[src/rtl/rom_loader_if.sv]
// rom_loader_if -- byte-stream and instruction-memory write bundle for rom_loader.
//
// Parameter DEPTH sets the instruction-memory depth in words, which fixes the
// write-address width AW = $clog2(DEPTH). WIDTH is the instruction width and is
// 16 bits (two stream bytes per word).
//
// Signals:
//   i_Start       single-cycle request to begin a load
//   i_Byte        received byte
//   i_Byte_Valid  i_Byte is valid this cycle
//   o_Byte_Ready  loader accepts a byte this cycle
//   o_Wr_En       instruction-memory write strobe
//   o_Wr_Addr     write address (AW bits)
//   o_Wr_Data     write data (WIDTH bits)
//   o_Cpu_Rst     active-high CPU hold-in-reset
//   o_Busy        load in progress
//   o_Done        last load completed successfully (sticky)
//   o_Error       last load failed (sticky)
//
// Modports: master = byte source / system side, slave = the loader.
interface rom_loader_if #(
  parameter int DEPTH = 2**15,
  parameter int WIDTH = 16
);
  localparam int AW = $clog2(DEPTH);

  logic             i_Start;
  logic [7:0]       i_Byte;
  logic             i_Byte_Valid;
  logic             o_Byte_Ready;
  logic             o_Wr_En;
  logic [AW-1:0]    o_Wr_Addr;
  logic [WIDTH-1:0] o_Wr_Data;
  logic             o_Cpu_Rst;
  logic             o_Busy;
  logic             o_Done;
  logic             o_Error;

  modport master (
    output i_Start, i_Byte, i_Byte_Valid,
    input  o_Byte_Ready, o_Wr_En, o_Wr_Addr, o_Wr_Data,
    input  o_Cpu_Rst, o_Busy, o_Done, o_Error
  );

  modport slave (
    input  i_Start, i_Byte, i_Byte_Valid,
    output o_Byte_Ready, o_Wr_En, o_Wr_Addr, o_Wr_Data,
    output o_Cpu_Rst, o_Busy, o_Done, o_Error
  );
endinterface

[src/rtl/rom_loader.sv]
// rom_loader -- loads a program into the Hack instruction memory from a byte stream.
//
// On i_Start the CPU is held in reset and a length-prefixed big-endian stream
// is parsed: LEN_HI, LEN_LO (word count N), then N words as HI, LO byte pairs.
// Each word is written to consecutive addresses starting at 0, after which the
// CPU is released. Until the first load the preloaded memory image runs as-is.
//
// Optional feature: define ROM_LOADER_CHECKSUM_EN to expect one trailing byte
// equal to the 8-bit sum of all data bytes; a mismatch ends the load in ERROR.
//
// Ports:
//   i_Clk    system clock, all state on the rising edge
//   i_Rst_n  asynchronous active-low reset; aborts any load and returns to IDLE
//   bus      rom_loader_if.slave: byte stream in, memory write port and status out
//
// All outputs are registered from the next-state value, so there is no
// combinational path from i_Byte_Valid to any output.
module rom_loader #(
  parameter int DEPTH = 2**15,
  parameter int WIDTH = 16
) (
  input  logic         i_Clk,
  input  logic         i_Rst_n,
  rom_loader_if.slave  bus
);
  localparam int AW = $clog2(DEPTH);
  localparam logic [16:0] DEPTH_W = 17'(DEPTH);

  typedef enum logic [3:0] {
    ST_IDLE,
    ST_LEN_HI,
    ST_LEN_LO,
    ST_DATA_HI,
    ST_DATA_LO,
    ST_WRITE,
`ifdef ROM_LOADER_CHECKSUM_EN
    ST_CHECK,
`endif
    ST_DONE,
    ST_ERROR
  } state_t;

  state_t      state;
  state_t      state_nxt;
  logic [7:0]  len_hi;
  logic [15:0] len;
  logic [15:0] len_word;
  // Word index is 16 bits so a full-depth load (N == DEPTH) still terminates.
  logic [15:0] index;
  logic        accept;
  logic        last_word;
`ifdef ROM_LOADER_CHECKSUM_EN
  logic [7:0]  sum;
`endif

  assign accept    = bus.i_Byte_Valid & bus.o_Byte_Ready;
  assign len_word  = {len_hi, bus.i_Byte};
  assign last_word = (index == len - 16'd1);

  // NOTE: every signal written here gets a default first so no latch is inferred.
  always_comb begin
    state_nxt = state;
    case (state)
      ST_IDLE, ST_DONE, ST_ERROR:
        if (bus.i_Start) state_nxt = ST_LEN_HI;
      ST_LEN_HI:
        if (accept) state_nxt = ST_LEN_LO;
      ST_LEN_LO:
        if (accept) begin
          if (len_word == 16'd0 || {1'b0, len_word} > DEPTH_W) state_nxt = ST_ERROR;
          else                                                 state_nxt = ST_DATA_HI;
        end
      ST_DATA_HI:
        if (accept) state_nxt = ST_DATA_LO;
      ST_DATA_LO:
        if (accept) state_nxt = ST_WRITE;
      ST_WRITE:
`ifdef ROM_LOADER_CHECKSUM_EN
        state_nxt = last_word ? ST_CHECK : ST_DATA_HI;
      ST_CHECK:
        if (accept) state_nxt = (bus.i_Byte == sum) ? ST_DONE : ST_ERROR;
`else
        state_nxt = last_word ? ST_DONE : ST_DATA_HI;
`endif
      default:
        state_nxt = ST_IDLE;
    endcase
  end

  // NOTE: sequential state uses non-blocking assignments so every register
  // samples pre-edge values regardless of statement order.
  always_ff @(posedge i_Clk or negedge i_Rst_n) begin
    if (!i_Rst_n) begin
      state            <= ST_IDLE;
      len_hi           <= '0;
      len              <= '0;
      index            <= '0;
      bus.o_Byte_Ready <= 1'b0;
      bus.o_Wr_En      <= 1'b0;
      bus.o_Wr_Addr    <= '0;
      bus.o_Wr_Data    <= '0;
      bus.o_Cpu_Rst    <= 1'b0;
      bus.o_Busy       <= 1'b0;
      bus.o_Done       <= 1'b0;
      bus.o_Error      <= 1'b0;
`ifdef ROM_LOADER_CHECKSUM_EN
      sum              <= '0;
`endif
    end else begin
      state <= state_nxt;

      // Status outputs are decoded from the next state and registered, so they
      // change on the same edge as the state itself.
      bus.o_Byte_Ready <= state_nxt inside {ST_LEN_HI, ST_LEN_LO, ST_DATA_HI, ST_DATA_LO
`ifdef ROM_LOADER_CHECKSUM_EN
                                            , ST_CHECK
`endif
                                           };
      bus.o_Wr_En   <= (state_nxt == ST_WRITE);
      // CPU stays held in ERROR: a failed load leaves a partial image behind.
      bus.o_Cpu_Rst <= !(state_nxt inside {ST_IDLE, ST_DONE});
      bus.o_Busy    <= !(state_nxt inside {ST_IDLE, ST_DONE, ST_ERROR});
      bus.o_Done    <= (state_nxt == ST_DONE);
      bus.o_Error   <= (state_nxt == ST_ERROR);

      // Address is captured on entry to WRITE; index only advances inside WRITE.
      if (state_nxt == ST_WRITE) bus.o_Wr_Addr <= index[AW-1:0];

      case (state)
        ST_IDLE, ST_DONE, ST_ERROR:
          if (bus.i_Start) begin
            index <= '0;
`ifdef ROM_LOADER_CHECKSUM_EN
            sum   <= '0;
`endif
          end
        ST_LEN_HI:
          if (accept) len_hi <= bus.i_Byte;
        ST_LEN_LO:
          if (accept) len <= len_word;
        ST_DATA_HI:
          if (accept) begin
            bus.o_Wr_Data[WIDTH-1:8] <= bus.i_Byte;
`ifdef ROM_LOADER_CHECKSUM_EN
            sum <= sum + bus.i_Byte;
`endif
          end
        ST_DATA_LO:
          if (accept) begin
            bus.o_Wr_Data[7:0] <= bus.i_Byte;
`ifdef ROM_LOADER_CHECKSUM_EN
            sum <= sum + bus.i_Byte;
`endif
          end
        ST_WRITE:
          if (!last_word) index <= index + 16'd1;
        default: ;
      endcase
    end
  end
endmodule

[src/flat_wrapper.sv]
// flat-port wrapper written by rule: the top's interface ports become plain ports
module rom_loader_flat 
#(
  parameter int DEPTH = 2**15,
  parameter int WIDTH = 16
)
  (i_Clk, i_Rst_n, bus_i_Start, bus_i_Byte, bus_i_Byte_Valid, bus_o_Byte_Ready, bus_o_Wr_En, bus_o_Wr_Addr, bus_o_Wr_Data, bus_o_Cpu_Rst, bus_o_Busy, bus_o_Done, bus_o_Error);
  rom_loader_if #(.DEPTH(DEPTH), .WIDTH(WIDTH)) bus_i ();
  input  logic i_Clk;
  input  logic i_Rst_n;
  input wire logic [$bits(bus_i.i_Start)-1:0] bus_i_Start;
  input wire logic [$bits(bus_i.i_Byte)-1:0] bus_i_Byte;
  input wire logic [$bits(bus_i.i_Byte_Valid)-1:0] bus_i_Byte_Valid;
  output wire logic [$bits(bus_i.o_Byte_Ready)-1:0] bus_o_Byte_Ready;
  output wire logic [$bits(bus_i.o_Wr_En)-1:0] bus_o_Wr_En;
  output wire logic [$bits(bus_i.o_Wr_Addr)-1:0] bus_o_Wr_Addr;
  output wire logic [$bits(bus_i.o_Wr_Data)-1:0] bus_o_Wr_Data;
  output wire logic [$bits(bus_i.o_Cpu_Rst)-1:0] bus_o_Cpu_Rst;
  output wire logic [$bits(bus_i.o_Busy)-1:0] bus_o_Busy;
  output wire logic [$bits(bus_i.o_Done)-1:0] bus_o_Done;
  output wire logic [$bits(bus_i.o_Error)-1:0] bus_o_Error;
  assign bus_i.i_Start = bus_i_Start;
  assign bus_i.i_Byte = bus_i_Byte;
  assign bus_i.i_Byte_Valid = bus_i_Byte_Valid;
  assign bus_o_Byte_Ready = bus_i.o_Byte_Ready;
  assign bus_o_Wr_En = bus_i.o_Wr_En;
  assign bus_o_Wr_Addr = bus_i.o_Wr_Addr;
  assign bus_o_Wr_Data = bus_i.o_Wr_Data;
  assign bus_o_Cpu_Rst = bus_i.o_Cpu_Rst;
  assign bus_o_Busy = bus_i.o_Busy;
  assign bus_o_Done = bus_i.o_Done;
  assign bus_o_Error = bus_i.o_Error;
  rom_loader #(.DEPTH(DEPTH), .WIDTH(WIDTH)) u_core (.i_Clk(i_Clk), .i_Rst_n(i_Rst_n), .bus(bus_i));
endmodule
[config.mk]
export PLATFORM = sky130hd
export DESIGN_NAME = rom_loader_flat
export DESIGN_NICKNAME = d
export VERILOG_FILES = /design/src/rtl/rom_loader_if.sv /design/src/rtl/rom_loader.sv /design/src/flat_wrapper.sv
export SDC_FILE = /design/constraint.sdc
export NUM_CORES = 1
export LEC_CHECK = 0
export CORE_MARGIN = 4
export CORE_UTILIZATION = 40
export CTS_BUF_LIST = sky130_fd_sc_hd__clkbuf_8
export DETAILED_ROUTE_END_ITERATION = 12
export PLACE_DENSITY = 0.57
export SLEW_MARGIN = 20
export SYNTH_ARGS = -nofsm -noshare
export SYNTH_HDL_FRONTEND = slang
export SYNTH_SLANG_ARGS = --single-unit
[constraint.sdc]
create_clock -name i_Clk -period 4 [get_ports i_Clk]
set_input_delay 0.4 -clock i_Clk [delete_from_list [all_inputs] [get_ports i_Clk]]
set_output_delay 0.4 -clock i_Clk [all_outputs]
set_load 0.005 [all_outputs]
==> results of run 1 <==
-- power breakdown --
group / internal, W / switching [W]
registers: 0.000871 / 0.0000550
clock network: 0.000416 / 0.000305
logic: 0.000175 / 0.000167
total: 0.00146 / 0.000527
-- metal layers --
layer / part of all wire, % / wire length, um
met5: 0 / 0
met4: 1.3 / 109
met3: 4.1 / 345
met2: 46 / 3920
met1: 48 / 4060
-- registers in the layout (all words and copies together), names as in the netlist --
| register | cells |
|---|---|
| u_core.bus.o_Wr_Data | 16 |
| u_core.index | 16 |
| u_core.len | 16 |
| u_core.bus.o_Wr_Addr | 15 |
| u_core.len_hi | 8 |
| u_core.state | 4 |
| u_core.bus.o_Busy | 1 |
| u_core.bus.o_Byte_Ready | 1 |
| u_core.bus.o_Cpu_Rst | 1 |
| u_core.bus.o_Done | 1 |
| u_core.bus.o_Error | 1 |
| u_core.bus.o_Wr_En | 1 |
-- stage by stage --
step,setup slack (ns),total power (W),area (um2)
6_report,0.693,0.00199,4880
5_1_grt,0.446,0.00210,4880
4_1_cts,0.690,0.00202,4880
3_5_place_dp,0.711,0.00129,4640
3_3_place_gp,0.836,0.00128,4640
2_1_floorplan,1.11,0.00119,4050
-- cell families (layout without fill, tap and decap cells) --
logic type / after synthesis / in the layout
compound gates: 49 / 49
xor+xnor: 23 / 23
fa+ha+maj: 2 / 2
buf+inv: 29 / 79
flops: 81 / 81
mux: 58 / 58
other cells: 1 / 1
simple gates: 117 / 117
-- worst max path at each step --
stage	from	end	slack [ns]	cells past startpoint
2_1_floorplan	u_core.len[0]$_DFFE_PN0P_	u_core.index[10]$_DFFE_PN0P_	1.11	11
3_3_place_gp	u_core.len[0]$_DFFE_PN0P_	u_core.index[10]$_DFFE_PN0P_	0.84	11
3_5_place_dp	u_core.len[0]$_DFFE_PN0P_	u_core.index[12]$_DFFE_PN0P_	0.71	11
4_1_cts	u_core.len[0]$_DFFE_PN0P_	u_core.index[10]$_DFFE_PN0P_	0.69	11
5_1_grt	u_core.len[0]$_DFFE_PN0P_	u_core.index[12]$_DFFE_PN0P_	0.45	11
6_report	u_core.len[0]$_DFFE_PN0P_	u_core.index[10]$_DFFE_PN0P_	0.69	11
-- final cells by class --
cell class | instances | area (um2) | area share, %
multi-input combinational | 250 | 1900 | 38.9
timing repair buffer | 51 | 504 | 10.3
sequential | 81 | 2030 | 41.5
clock inverter | 7 | 119 | 2.43
clock buffer | 9 | 124 | 2.54
tap | 133 | 166 | 3.41
inverter | 12 | 45.0 | 0.922
-- worst max-delay path: stages (launching register included) --
cell and delay (ns):
dfrtp_1 0.44, inv_1 0.08, ha_1 0.28, or4b_1 0.58, nor4b_4 0.34, xnor2_1 0.17
o21ai_1 0.09, a31oi_1 0.29, nor3_4 0.06, buf_4 0.22, or4_1 0.52, a21oi_1 0.15
-- cell usage after synthesis, types with 5 or more instances --
cell type / count
or3_1: 7
nor4_1: 9
xor2_1: 8
nand2_1: 25
nor3_1: 10
nand4_1: 5
mux2_2: 54
nor2_1: 17
o21ai_0: 5
xnor2_1: 15
a21oi_1: 10
o31ai_1: 6
dfrtp_1: 81
inv_1: 12
and3_1: 5
nand3_1: 11
o211ai_1: 6
clkbuf_1: 11
or4_1: 5
==> flow_summary.yaml, run 1 <==
run_status:
  status: "completed"
cells_and_area:
  mostFrequentLayoutCell: "dfrtp_1"
  fin_cells: 543
  layout_common_cells: "81 x dfrtp_1, 54 x mux2_2, 47 x clkdlybuf4s50_1"
  insertedDiodeCount: 0
  nets: 419
  nFillCells: 942
  syn2layout_area_growth_pct: 20.5
  drive_gt1_share_pct: 20.2
  fin_util_pct: 49.7
sta:
  rsz0062_at_grt: "no"
  setup_tns_ns: 0
  layout_min_cycle_time_ns: 3.31
  clock_skew_ns: 0.0131
  max_freq_mhz: 302
  hold_ws_ns: 0.0858
  slew_violations: 0
  hold_viol: 0
  relSlewSlack_pct: 37.0
  setup_violations: 0
  fin_crit_sh_pct: 82.7
  worst_pin_slew_ns: 0.943
setup_path:
  cp-start-kind: "flop"
  end_kind: "flop"
  worstPathRequired_ns: 4.27
  r2r_start: "u_core.len[0]$_DFFE_PN0P_"
  path_max_fanout: 28
  r2r_end: "u_core.index[10]$_DFFE_PN0P_"
  rrSetupSlack_ns: 0.69
  reg2regPathDepth: 11
  crit_type: "flop to flop"
  cp.arrival_ns: 3.58
clock_tree:
  cts_sinks: 81
  numCtsBuffers: 9
  h-tree-depth: 3
  cts_resized: 0
  clock_latency_ns: 0.35
  cts_setup_buffers: 0
  hold_buffers: 0
  clockBufferDepth: 2
  clk_pin_slew_ns: 0.09
  cts_tree: "built"
  clk_root_buffer_cell: "clkbuf_8"
logic_synthesis:
  netlist_area_um2: 4050
  ys_seq_area_share_pct: 50.0
  synth_compound_area_share_pct: 8.58
  synth_xor_area_share_pct: 4.97
  syn_avg_cell_area_um2: 11.3
  synth_nets: 374
  synth_top_cell_area_share_pct: 50.0
  synth_mux_area_share_pct: 16.0
  synthArstFlopShare_pct: 100
  ys_types: 56
  ys.flop_type: "dfrtp_1"
  synthTopCellsByArea: "dfrtp_1 50%, mux2_2 15%, xnor2_1 3.2%"
  yosysTopAreaCell: "dfrtp_1"
  synth_top_family_by_area: "simple AND/OR/NAND/NOR gates"
  synth_fa_ha_area_share_pct: 0.617
  synth_edf_count: 0
  synthCells: 360
  ys_warn_count: 0
  synth-simple-area-share_pct: 16.6
  synth-seq-cells: 81
floorplanning:
  die-area_um2: 11800
  rows: 36
  fp.dieW_um: 109
  coreArea_um2: 9820
  start_util_pct: 41.3
  io_pins: 49
  fp.dieH_um: 109
global_routing:
  grt_pass1_wl_mm: 14.5
  grt.busiest_layer: "met2"
  grt_max_degree: 82
  grt-ovfl-total: 0
  grt_util_met3_pct: 3.61
  use_met1_pct: 21.4
  grt_use_total_pct: 15.8
  met2_usage_pct: 25.2
  antenna_found_initial: 0
  first_global_vias: 2860
detailed_routing:
  vias_per_cell: 5.24
  drtAntennaViolNets: 0
  wire_per_inst_um: 15.5
  route.detailed.drc: 0
  drt_iter0_drc: 113
  drt-total-wl_mm: 8.44
  dr.pass1.iters: 4
  vias: 2843
power_and_ir_drop:
  powerDensity_nw_per_um2: 407
  vdd_drop_max_uv: 255
  p_leak_nw: 2.21
placed_design:
  dp_cells: 527
  gp_congestion: 0.851
  hpwl_mm: 6.04
  io_buffer_count: 48
job:
  cap_violations: 0
worst_hold_path:
  worstHoldPathType: "primary input to async pin"
Note: power is estimated with default switching activity, not from simulation.
==> run 2, diff against run 1 <==
--- a/config.mk
+++ b/config.mk
@@ -9,7 +9,7 @@
 export CORE_UTILIZATION = 40
 export CTS_BUF_LIST = sky130_fd_sc_hd__clkbuf_8
 export DETAILED_ROUTE_END_ITERATION = 12
-export PLACE_DENSITY = 0.57
+export PLACE_DENSITY = 0.59
 export SLEW_MARGIN = 20
 export SYNTH_ARGS = -nofsm -noshare
 export SYNTH_HDL_FRONTEND = slang
==> constraint.sdc (replaced) <==
create_clock -name i_Clk -period 2.67 [get_ports i_Clk]
set_input_delay 0.267 -clock i_Clk [delete_from_list [all_inputs] [get_ports i_Clk]]
set_output_delay 0.267 -clock i_Clk [all_outputs]
set_load 0.005 [all_outputs]
==> run 2 against run 1 <==
Compared with the run above:
- the run now ends with setup timing left
- sequential share of layout area shrank 3.0 points
- sequential power rose by 49%
- via count increased by 8.7%
- clock skew fell by 0.0053 ns
- critical path depth unchanged
- worst setup slack got worse by 0.85 ns
==> flow_summary.yaml, run 2 (same netlist as run 1, synthesis figures left out) <==
floorplanning:
  fp.dieH_um: 109
  coreArea_um2: 9820
  fp.dieW_um: 109
  io_pins: 49
  rows: 36
  start_util_pct: 41.3
  die-area_um2: 11800
clock_tree:
  clk_root_buffer_cell: "clkbuf_8"
  h-tree-depth: 3
  clk_pin_slew_ns: 0.09
  cts_sinks: 81
  cts_tree: "built"
  clock_latency_ns: 0.35
  clockBufferDepth: 2
  numCtsBuffers: 9
setup_path:
  r2r_start: "u_core.len[1]$_DFFE_PN0P_"
  r2r_end: "u_core.index[10]$_DFFE_PN0P_"
  rrSetupSlack_ns: -0.15
  worstPathRequired_ns: 2.95
  endpoint: "u_core.index[10]$_DFFE_PN0P_"
  reg2regPathDepth: 11
  cp-start-kind: "flop"
  crit_type: "flop to flop"
  end_kind: "flop"
  path_max_fanout: 13
  cp.arrival_ns: 3.11
  startpoint: "u_core.len[1]$_DFFE_PN0P_"
detailed_routing:
  vias_per_cell: 5.31
  dr.pass1.iters: 4
  drt_iter0_drc: 89
  route.detailed.drc: 0
  drtAntennaViolNets: 0
  drt-total-wl_mm: 9.60
  vias: 3091
  wire_per_inst_um: 16.5
cells_and_area:
  nFillCells: 910
  syn2layout_area_growth_pct: 29.7
  multi_input_comb_area_um2: 2000
  mostFrequentLayoutCell: "dfrtp_1"
  drive_gt1_share_pct: 31.4
  design_area_um2: 5260
  insertedDiodeCount: 0
  layout_common_cells: "81 x dfrtp_1, 54 x mux2_2, 47 x clkdlybuf4s50_1"
  regArea_um2: 2030
  top_regs: "u_core.bus.o_Wr_Data: 16 flops, u_core.index: 16 flops, u_core.len: 16 flops"
  nets: 458
run_status:
  status: "finished, violations left"
  violations: "setup timing"
global_routing:
  grt_pass1_wl_mm: 16.1
  first_global_vias: 3155
  grt_use_total_pct: 17.7
  use_met1_pct: 23.0
  grt_util_met3_pct: 3.26
  grt.busiest_layer: "met2"
  grt_max_degree: 43
  met2_usage_pct: 29.2
  antenna_found_initial: 0
  grt-ovfl-total: 0
sta:
  slew_violations: 0
  hold_viol: 0
  clock_skew_ns: 0.00782
  layout_min_cycle_time_ns: 2.82
  max_freq_mhz: 354
  rsz0062_at_grt: "yes"
  worst_pin_slew_ns: 0.541
  setup_tns_ns: -1.46
  fin_crit_sh_pct: 106
  setup_violations: 17
  final.setup.worst_slack_ns: -0.153
  relSlewSlack_pct: 63.9
power_and_ir_drop:
  p_leak_nw: 2.40
  vdd_drop_max_uv: 256
  powerDensity_nw_per_um2: 567
placed_design:
  io_buffer_count: 48
  place_area_um2: 4940
  gp_congestion: 0.885
  hpwl_mm: 6.98
worst_hold_path:
  worstHoldPathType: "primary input to async pin"
job:
  cap_violations: 0
[run 2: cell types whose count changed in the layout (fill, tap and decap cells not counted), moves of 2 or more]
cell	before	now
or4_4	1	3
bufinv_16	3	1
o21ai_2	1	3
or4_1	5	3
nor4_2	0	2
o21ai_0	5	2
a21oi_1	10	6
nor4_1	9	7
buf_4	3	41
a21oi_2	0	4
[run 2: final cells by class]
class	instances	share of cell area [%]
inverters	12	0.857
clock buffers	10	2.62
well taps	133	3.16
clock inverters	6	1.40
flip-flops and latches	81	38.5
multi-input cells	250	38.0
repair buffers	90	15.4
[run 2: worst max-delay path, cell delays in order (launching register included)]
cell and delay, ns:
dfrtp_1 0.38, inv_1 0.06, ha_2 0.17, or4b_4 0.51, nor4b_4 0.33, xnor2_1 0.17
o21ai_2 0.08, a31oi_4 0.18, nor3_4 0.09, buf_12 0.16, or4_4 0.48, a21oi_2 0.14
[run 2: how the worst min path moves through the flow]
stage,from,end,cells past startpoint
after floorplan,i_Rst_n,u_core.bus.o_Busy$_DFF_PN0_,0
after global placement,i_Rst_n,u_core.bus.o_Wr_Addr[5]$_DFFE_PN0P_,1
after detailed placement,i_Rst_n,u_core.bus.o_Wr_Addr[5]$_DFFE_PN0P_,1
after CTS,i_Rst_n,u_core.index[9]$_DFFE_PN0P_,2
after global routing,i_Rst_n,u_core.index[5]$_DFFE_PN0P_,2
final,i_Rst_n,u_core.bus.o_Wr_Addr[5]$_DFFE_PN0P_,2
[run 2: metrics by stage]
stage / utilization, % / hold slack [ns] / power [W] / instances / worst slack [ns]
floorplan: - / -0.0286 / 0.00179 / 360 / -0.0981
global placement: 50.3 / 0.288 / 0.00201 / 561 / -0.100
detailed placement: 50.3 / 0.293 / 0.00202 / 561 / -0.145
CTS: 53.1 / 0.454 / 0.00301 / 582 / -0.144
global route: 53.6 / 0.503 / 0.00313 / 582 / -0.308
finish: 53.6 / 0.434 / 0.00298 / 582 / -0.153
[run 2: where the power goes]
part | switching, W | internal [W] | leakage, nW | total (W)
Clock | 0.000480 | 0.000469 | 0.101 | 0.000949
Sequential | 0.0000715 | 0.00131 | 1.11 | 0.00138
Combinational | 0.000308 | 0.000347 | 1.19 | 0.000655
Total | 0.000860 | 0.00212 | 2.40 | 0.00298
[run 2: metal layers]
metal	routed length [um]	up-vias	part of all wire [%]
met2	4680	51	49
met4	174	0	1.8
li1	-	1479	-
met1	4370	1547	46
met5	0	-	0
met3	370	14	3.9
[run 2: timing repair]
item / 4_1_cts / 5_1_grt
hold buffers: 1 / 0
pin swaps: 2 / 8
setup endpoints to repair: 19 / 22
gates resized for setup: 6 / 9
setup buffers: 4 / 1
endpoints found under the hold margin: 40 / 0
==> run 3, diff against run 2 <==
--- a/config.mk
+++ b/config.mk
@@ -7,8 +7,9 @@
 export LEC_CHECK = 0
 export CORE_MARGIN = 4
 export CORE_UTILIZATION = 40
-export CTS_BUF_LIST = sky130_fd_sc_hd__clkbuf_8
+export CTS_BUF_LIST = sky130_fd_sc_hd__clkbuf_16
 export DETAILED_ROUTE_END_ITERATION = 12
+export MAX_ROUTING_LAYER = met4
 export PLACE_DENSITY = 0.59
 export SLEW_MARGIN = 20
 export SYNTH_ARGS = -nofsm -noshare
==> run 3 against run 2 <==
Compared with the run above:
- the run ends with hold timing, setup timing left
- worst setup slack gained 0.054 ns
- sequential power is essentially flat
- non-clock buffer count shrank 3
- power grew 12%
- cell count shrank 0.52%
- flip-flop and latch count is the same
- fmax grew 1.9%
- critical endpoint is now u_core.index[12]$_DFFE_PN0P_
- highest routed layer unchanged
==> flow_summary.yaml, run 3 (same netlist as run 1, synthesis figures left out) <==
detailed_routing:
  vias: 3107
  drt-total-wl_mm: 9.54
  dr.pass1.iters: 4
  wire_per_inst_um: 16.5
  drt_iter0_drc: 141
  vias_per_cell: 5.37
  drtAntennaViolNets: 0
  route.detailed.drc: 0
clock_tree:
  hold_buffers: 0
  cts_sinks: 81
  clockBufferDepth: 2
  clk_pin_slew_ns: 0.07
  numCtsBuffers: 9
  clock_latency_ns: 0.34
  cts_tree: "built"
  clk_root_buffer_cell: "clkbuf_16"
  h-tree-depth: 3
placed_design:
  io_buffer_count: 48
  place_area_um2: 4930
  gp_congestion: 0.862
  hpwl_mm: 6.84
power_and_ir_drop:
  p_leak_nw: 2.45
  vdd_drop_max_uv: 326
  powerDensity_nw_per_um2: 624
floorplanning:
  coreArea_um2: 9820
  start_util_pct: 41.3
  die-area_um2: 11800
  io_pins: 49
  fp.dieW_um: 109
  rows: 36
  fp.dieH_um: 109
cells_and_area:
  layout_common_cells: "81 x dfrtp_1, 54 x mux2_2, 47 x clkdlybuf4s50_1"
  design_area_um2: 5360
  insertedDiodeCount: 0
  top_regs: "u_core.bus.o_Wr_Data: 16 flops, u_core.index: 16 flops, u_core.len: 16 flops"
  syn2layout_area_growth_pct: 32.3
  mostFrequentLayoutCell: "dfrtp_1"
  drive_gt1_share_pct: 31.2
  nFillCells: 916
  nets: 455
global_routing:
  antenna_found_initial: 0
  grt-ovfl-total: 0
  first_global_vias: 3206
  grt_max_degree: 82
  grt_use_total_pct: 18.5
  grt_pass1_wl_mm: 16.3
setup_path:
  end_kind: "flop"
  cpPeakStageDelay_ns: 0.50
  worstPathRequired_ns: 2.93
  cp.arrival_ns: 3.03
  path_max_fanout: 8
  cp_cell_sequence: "inv_1 -> ha_2 -> or4b_4 -> nor4b_4 -> xnor2_1 -> o21ai_2 -> a31oi_4 -> nor3_4 -> buf_12 -> or4_1 -> a21oi_1"
  cp-start-kind: "flop"
  crit_type: "flop to flop"
  slowest_stage: "or4b_4"
sta:
  hold_ws_ns: -0.0558
  setup_tns_ns: -0.964
  setup_violations: 18
  rsz0062_at_grt: "yes"
  slew_violations: 0
  fin_crit_sh_pct: 104
  max_freq_mhz: 361
  worst_pin_slew_ns: 0.752
  relSlewSlack_pct: 49.8
  layout_min_cycle_time_ns: 2.77
  clock_skew_ns: 0.00884
  final.setup.worst_slack_ns: -0.0995
  hold_viol: 45
run_status:
  violations: "hold timing, setup timing"
  status: "finished, violations left"
job:
  cap_violations: 0
worst_hold_path:
  worstHoldPathType: "primary input to async pin"
[run 3: what timing repair did]
action                                  in CTS  in global routing
pin swaps                                    4                 13
buffers inserted                             2                  1
endpoints found under the setup margin      19                 21
gates resized for setup                      5                 14
[run 3: path summary, 6_finish.rpt]
| kind | from | slack, ns | depth (start not counted) | end |
|---|---|---|---|---|
| setup / recovery | u_core.len[0]$_DFFE_PN0P_ | -0.1 | 11 | u_core.index[12]$_DFFE_PN0P_ |
| hold / removal | i_Rst_n | -0.06 | 1 | u_core.bus.o_Wr_Addr[5]$_DFFE_PN0P_ |
| setup reg to reg | u_core.len[0]$_DFFE_PN0P_ | -0.1 | 11 | u_core.index[12]$_DFFE_PN0P_ |
| hold reg to reg | u_core.bus.o_Wr_Addr[12]$_DFFE_PN0P_ | 0.50 | 2 | u_core.bus.o_Wr_Addr[12]$_DFFE_PN0P_ |
| max in group asynchronous | i_Rst_n | 2.18 | 1 | u_core.index[14]$_DFFE_PN0P_ |
| min in group i_Clk | u_core.bus.o_Wr_Addr[12]$_DFFE_PN0P_ | 0.50 | 2 | u_core.bus.o_Wr_Addr[12]$_DFFE_PN0P_ |
[run 3: cell type report]
| class | instances | area, um2 | area share (%) |
|---|---|---|---|
| Multi-Input combinational cell | 250 | 2000 | 37.4 |
| Timing Repair Buffer | 87 | 811 | 15.1 |
| Clock buffer | 9 | 225 | 4.20 |
| Inverter | 12 | 45.0 | 0.840 |
| Sequential cell | 81 | 2030 | 37.8 |
| Tap cell | 133 | 166 | 3.10 |
| Clock inverter | 7 | 85.1 | 1.59 |
[run 3: per-stage QoR]
step,cells,total power (W),utilization [%],setup slack (ns)
global placement,560,0.00202,50.2,-0.0943
CTS,578,0.00335,53.8,-0.100
detailed placement,560,0.00203,50.2,-0.131
global route,579,0.00351,54.6,-0.270
finish,579,0.00334,54.6,-0.0995
floorplan,360,0.00179,-,-0.0981
[run 3: power breakdown]
part | switching (W) | internal, W | total (W)
clock | 0.000546 | 0.000745 | 0.00129
sequential | 0.0000720 | 0.00131 | 0.00138
combinational | 0.000319 | 0.000357 | 0.000675
total | 0.000937 | 0.00241 | 0.00334
[run 3: worst max-delay path: cells and delay by family (launching register included)]
kind            cells  cell delay [ns]
compound gates      3             0.41
simple gates        4             1.35
buf+inv             2             0.22
xor+xnor            1             0.17
fa+ha+maj           1             0.16
flops               1             0.38
[run 3: layer usage]
layer | global-route usage [%] | vias up | share of wire (%)
met1 | 24.6 | 1566 | 47
li1 | - | 1475 | -
met2 | 28.1 | 55 | 48
met5 | - | - | 0
met3 | 3.73 | 11 | 3.1
met4 | 6.76 | 0 | 2.1
